File: src/rtl/rr_arbiter4.sv
// Four-requester round-robin arbiter with registered one-hot grant and encoded index.
// Optional burst limit compiled in with `define RR_ARB_BURST_LIMIT_EN.
module rr_arbiter4 #(
    parameter int MAX_BURST = 4,
    parameter int CNT_W     = 8
) (
    input  logic       clk,
    input  logic       rst_n,
    input  logic [3:0] req,
    output logic [3:0] gnt,
    output logic [1:0] gnt_idx,
    output logic       gnt_valid,
    output logic [1:0] ptr
);

    typedef enum logic {IDLE, GRANT} state_t;

    if (MAX_BURST < 2 || MAX_BURST > 255 || (2 ** CNT_W) <= MAX_BURST) begin : g_bad_params
        $error("rr_arbiter4: MAX_BURST must be 2..255 and fit in CNT_W bits");
    end

    state_t     state, state_d;
    logic [3:0] gnt_d;
    logic [1:0] idx_d, ptr_d;
    logic       owner_req, rotate, new_grant;
    logic [3:0] cand;
    logic [2:0] pick_res;

    // Returns {found, index} of the first set bit of r searching p, p+1, p+2, p+3 (mod 4).
    function automatic logic [2:0] pick(input logic [3:0] r, input logic [1:0] p);
        logic [1:0] i;
        pick = '0;
        for (int k = 3; k >= 0; k--) begin
            i = p + 2'(k);
            if (r[i]) pick = {1'b1, i};
        end
    endfunction

`ifdef RR_ARB_BURST_LIMIT_EN
    logic [CNT_W-1:0] cnt, cnt_d;
    logic             at_limit;
    logic [3:0]       others;
`endif

    // State register: every output comes straight from a flop.
    always_ff @(posedge clk or negedge rst_n) begin
        if (!rst_n) begin
            state     <= IDLE;
            gnt       <= '0;
            gnt_idx   <= '0;
            gnt_valid <= 1'b0;
            ptr       <= '0;
`ifdef RR_ARB_BURST_LIMIT_EN
            cnt       <= '0;
`endif
        end else begin
            // NOTE: non-blocking assignments so every flop samples pre-edge values.
            state     <= state_d;
            gnt       <= gnt_d;
            gnt_idx   <= idx_d;
            gnt_valid <= |gnt_d;
            ptr       <= ptr_d;
`ifdef RR_ARB_BURST_LIMIT_EN
            cnt       <= cnt_d;
`endif
        end
    end

    // Next-state logic: decide whether this edge starts a new grant.
    always_comb begin
        // NOTE: defaults first so no path leaves a signal unassigned (no latches).
        owner_req = req[gnt_idx];
`ifdef RR_ARB_BURST_LIMIT_EN
        others    = req & ~(4'b0001 << gnt_idx);
        at_limit  = (cnt == CNT_W'(MAX_BURST - 1));
        rotate    = (state == GRANT) && owner_req && at_limit && (|others);
        cand      = rotate ? others : req;
`else
        rotate    = 1'b0;
        cand      = req;
`endif
        pick_res  = pick(cand, ptr);
        new_grant = 1'b0;
        state_d   = state;
        case (state)
            IDLE: begin
                new_grant = |req;
                if (|req) state_d = GRANT;
            end
            GRANT: begin
                new_grant = (!owner_req || rotate) && (|cand);
                if (!owner_req && !(|req)) state_d = IDLE;
            end
            default: state_d = IDLE;
        endcase
    end

    // Output logic: values loaded into the grant flops at this edge.
    always_comb begin
        gnt_d = gnt;
        idx_d = gnt_idx;
        ptr_d = ptr;
`ifdef RR_ARB_BURST_LIMIT_EN
        cnt_d = cnt;
`endif
        if (new_grant) begin
            gnt_d = 4'b0001 << pick_res[1:0];
            idx_d = pick_res[1:0];
            ptr_d = pick_res[1:0] + 2'd1;
`ifdef RR_ARB_BURST_LIMIT_EN
            cnt_d = '0;
`endif
        end else if (state_d == IDLE) begin
            gnt_d = '0;
        end else begin
`ifdef RR_ARB_BURST_LIMIT_EN
            // Owner keeps the grant; counter saturates at the limit.
            if (!at_limit) cnt_d = cnt + CNT_W'(1);
`endif
        end
    end

endmodule

File: config.mk
export PLATFORM = sky130hd
export DESIGN_NAME = rr_arbiter4
export DESIGN_NICKNAME = d
export VERILOG_FILES = /design/src/rtl/rr_arbiter4.sv
export SDC_FILE = /design/constraint.sdc
export NUM_CORES = 1
export LEC_CHECK = 0
export ABC_AREA = 1
export CAP_MARGIN = 20
export CORE_MARGIN = 2
export CORE_UTILIZATION = 49
export DETAILED_ROUTE_END_ITERATION = 10
export PLACE_DENSITY = 0.75
export REMOVE_ABC_BUFFERS = 1
export SLEW_MARGIN = 15
export SYNTH_ARGS = -nofsm -noshare
export SYNTH_HDL_FRONTEND = slang
export SYNTH_SLANG_ARGS = --single-unit
export TNS_END_PERCENT = 50
File: constraint.sdc
create_clock -name clk -period 1.58 [get_ports clk]
set_input_delay 0.316 -clock clk [delete_from_list [all_inputs] [get_ports clk]]
set_output_delay 0.316 -clock clk [all_outputs]
set_load 0.03 [all_outputs]
==> results by stage <==
Power and ir drop:
- In this run the static leakage power is around 0.56 nW.
- The largest vdd supply drop is between 1.5 and 2 mV.
- Overall power consumption after layout is estimated at ~2.9 mW.
- The total power density per cell area is between 2000 and 3000 mW/mm2.

STA:
- The total negative setup slack is -0.0865 ns.
- The setup skew after layout is 0.0107 ns.
- The final number of max-transition violations is 0.
- The slew at the pin with the worst max-slew slack is between 0.4 and 0.5 ns.
- Timing would allow up to approximately 0.6 GHz.
- Setup repair after global routing could not meet its margin everywhere.
- The hold violation total from the final report came to 0.
- The final-report setup violation count is 1.
- Measured against its own limit, the worst slew margin works out to between 60% and 70%.
- The worst setup slack after layout is -0.0865 ns.
- The portion of the clock cycle consumed by the worst path in the final layout is 105%.
- The minimum clock period is 1.67 ns.

Outcome:
- The run finished, with violations left.
- The checks that failed: negative setup slack.

Synth:
- The number of standard cells after synthesis is 86.
- The area share of xor/xnor cells in the synthesized design is 0%.
- The number of distinct library cell variants in the gate-level netlist after synthesis is 21.
- After Yosys synthesis, and, or, nand and nor cells account for just under 50% of the synthesized area.
- The share of the yosys chip area belonging to registers is about a third.
- Summing the areas of all fa, ha and maj instances in the mapped netlist gives 0% of the synthesized area.
- The cell area that synthesis handed to floorplanning was about 720 um2.
- The post-synthesis area per instance is between 8 and 9 um2.
- By area the synthesized netlist is led by sky130_fd_sc_hd__dfrtp_1 (35%), sky130_fd_sc_hd__nand2_2 (14%), sky130_fd_sc_hd__nand2_1 (8.9%).
- After synthesis the netlist holds a flip-flop and latch count of 10.
- The compound-gate portion of the synthesized area is about 8.7%.
- The fraction of synthesized area in multiplexers is 0%.
- Yosys printed 0 warnings.
- The biggest area consumer among synthesized cells is sky130_fd_sc_hd__dfrtp_1.
- After synthesis, the largest family of logic cells by area is simple AND/OR/NAND/NOR gates.
- The share of the synthesized area in the top cell type is a little over a third.

Route:
- The number of DRC markers after the initial detailed-route iteration is 8.
- For this run, design rule violations remaining after detail routing come to 0.
- The post-detailed-routing wire length is 2120 um.
- Dividing the detail-routed wire length by the instance count gives around 16 um.
- The number of vias per cell is 5.49.
- The number of nets still failing antenna checks after routing is 0.
- The number of detailed-route iterations in the first pass is 4.
- The routed layout has between 700 and 800 vias.

Cells and area:
- The fraction of final layout cells sized beyond drive strength 1 is a little under three fifths.
- For this run, the share of the core covered by cells in the final layout is between 80% and 90%.
- The area overhead of the layout relative to synthesis is 51.5%.
- With fillers left out, the area of the finished cells amounts to roughly 0.0011 mm2.
- The count of inserted antenna diode cells is 0.
- At the end of the flow, the number of nets in the layout was 124.
- The filler cells instantiated in the layout total 90.

Worst setup path:
- Data on the critical path arrives at its endpoint at between 1.5 and 2 ns.
- STA classifies the critical path startpoint as a flip-flop.
- The type of the setup path with the least slack is flip-flop to flip-flop.
- On the critical path, the stage with the largest delay is an instance of sky130_fd_sc_hd__dfrtp_2.
- The biggest fanout along the worst timing path is 6.
- Traced cell by cell, the critical path runs through buf_12 > clkinv_8 > nand2_4 > nand2_2 > nand2_2 > nand3_4 > nand2_2 > nand2_4 > nand2_2 > nand3_2 > nand2_2 > nor2_2 > nand2_1.
- The most numerous cell on the critical path is sky130_fd_sc_hd__nand2_2.
- The largest single stage delay on the critical path is 0.45 ns.
- The reg-to-reg setup timing slack is -0.09 ns.
- STA classifies the critical path endpoint as a flip-flop.
- The data required time at the worst endpoint is roughly 1.7 ns.

Clock network:
- The cell sitting at the root of the clock tree is a sky130_fd_sc_hd__clkbuf_4.
- TritonCTS built the clock tree.
- Clock-pin slew was measured on the worst setup and hold paths at 0.07 ns.
- The deepest clock path buffer count is 2.
- The number of CTS-inserted buffers is 3.
- The H-tree depth reported by CTS is 1.
- In this run, post-CTS hold repair placed 0 buffers.
- The clock net in this run drives a total of 10 sinks.
- The clock latency on the worst-skew pair is about 0.28 ns.

Floorplan:
- The overall die height is 42.3 um.
- For this configuration, the core starts out at a cell density of 53.9%.
- The floorplan die width is ~42 um.
- The area inside the core boundary is 0.00133 mm2.
- The row count is 13.
- The floorplan step defined a die boundary enclosing ~0.0018 mm2.
- Pin placement for this block handled 15 I/O pins.

GRT:
- The overall fraction of global-route tracks in use is roughly a fifth.
- The via count of the first global-routing pass is 616.
- The first global-routing pass estimated between 2000 and 3000 um of wire.
- Entering global routing, the biggest net connects 11 pins.
- Summed over all layers, the global routing overflow is 0.
- The initial antenna violation count was 0.

Min path:
- The classification of the worst-slack hold path is input pin to async pin.

Placed design:
- The worst slack after detailed placement is -0.349 ns.
- The last weighted congestion value of the routability-driven placer is 0.864.
- The placed wire-length estimate is ~1300 um.
- In this run the cell area measured after placement is about 970 um2.
- Port buffering added 14 buffers.

Job:
- The max-capacitance violation count is 0.
[through the flow]
| step | hold slack [ns] | cells |
|---|---|---|
| after floorplan | 0.0204 | 85 |
| after global placement | 0.528 | 126 |
| final | 0.362 | 131 |
| after detailed placement | 0.531 | 126 |
| after CTS | 0.362 | 129 |
| after global routing | 0.398 | 131 |
[cell usage in the layout (no fill, tap or decap), drive strengths merged]
master / instances
nand2: 37
o211ai: 2
o21a: 1
nand3: 15
o21bai: 1
clkinv: 1
dlygate4sd2: 8
clkdlybuf4s50: 3
o21ai: 4
clkbuf: 4
dlymetal6s2s: 2
buf: 14
inv: 8
dfrtp: 10
nand4: 1
nor2: 5
[layout make-up]
cell class | count | area [um2] | share of cell area, %
tap | 15 | 18.8 | 1.72
timing repair buffer | 28 | 268 | 24.6
multi-input combinational | 66 | 478 | 43.9
sequential | 10 | 251 | 23.1
clock buffer | 3 | 22.5 | 2.07
inverter | 9 | 51.3 | 4.71
[metal layers]
| layer | part of all wire (%) | GRT usage [%] | routed length (um) |
|---|---|---|---|
| met3 | 4.6 | 8.62 | 98 |
| met2 | 51 | 29.8 | 1080 |
| met1 | 41 | 26.1 | 869 |
| met5 | 0 | 0 | 0 |
| met4 | 3.8 | 10.0 | 80 |
[power breakdown]
part	total (mW)	internal [mW]	switching (mW)	leakage, nW
combinational	2.21	0.887	1.33	0.431
sequential	0.478	0.375	0.103	0.119
clock	0.183	0.0884	0.0951	0.0138
[final timing paths]
kind                       cells after the start  startpoint         to
setup / recovery                              13      ptr[0]  gnt_valid
hold / removal                                 1       rst_n      state
min in group clk                               2      gnt[2]     gnt[2]
max in group asynchronous                      1       rst_n     ptr[0]
setup reg to reg                              13      ptr[0]  gnt_valid
hold reg to reg                                2      gnt[2]     gnt[2]
[critical path: cells and delay by family (launching register included)]
| kind | cells | cell delay (ns) |
|---|---|---|
| flops | 1 | 0.45 |
| buf+inv | 2 | 0.22 |
| simple gates | 11 | 0.88 |
[kinds of logic after synthesis]
kind of cell / count (synthesis)
AO/OA/AOI/OAI: 8
buffers and inverters: 10
flip-flops: 10
AND/OR/NAND/NOR: 58
[flip-flops by register name, indices dropped and copies added, names as in the netlist]
name / count
gnt_valid: 1
state: 1
gnt_idx: 2
gnt: 4
ptr: 2
[timing repair]
item / 4_1_cts / 5_1_grt
cloned: 0 / 1
pin swaps: 0 / 6
setup endpoints to repair: 8 / 3
buffers inserted: 0 / 1
resized for setup: 10 / 18
[synthesized netlist by cell type, drive strengths merged]
cell type  number
buf             1
dfrtp          10
inv             9
nand2          37
nand3          15
nand4           1
nor2            5
o211ai          2
o21a            1
o21ai           4
o21bai          1
Power figures use the tool's default switching activity.
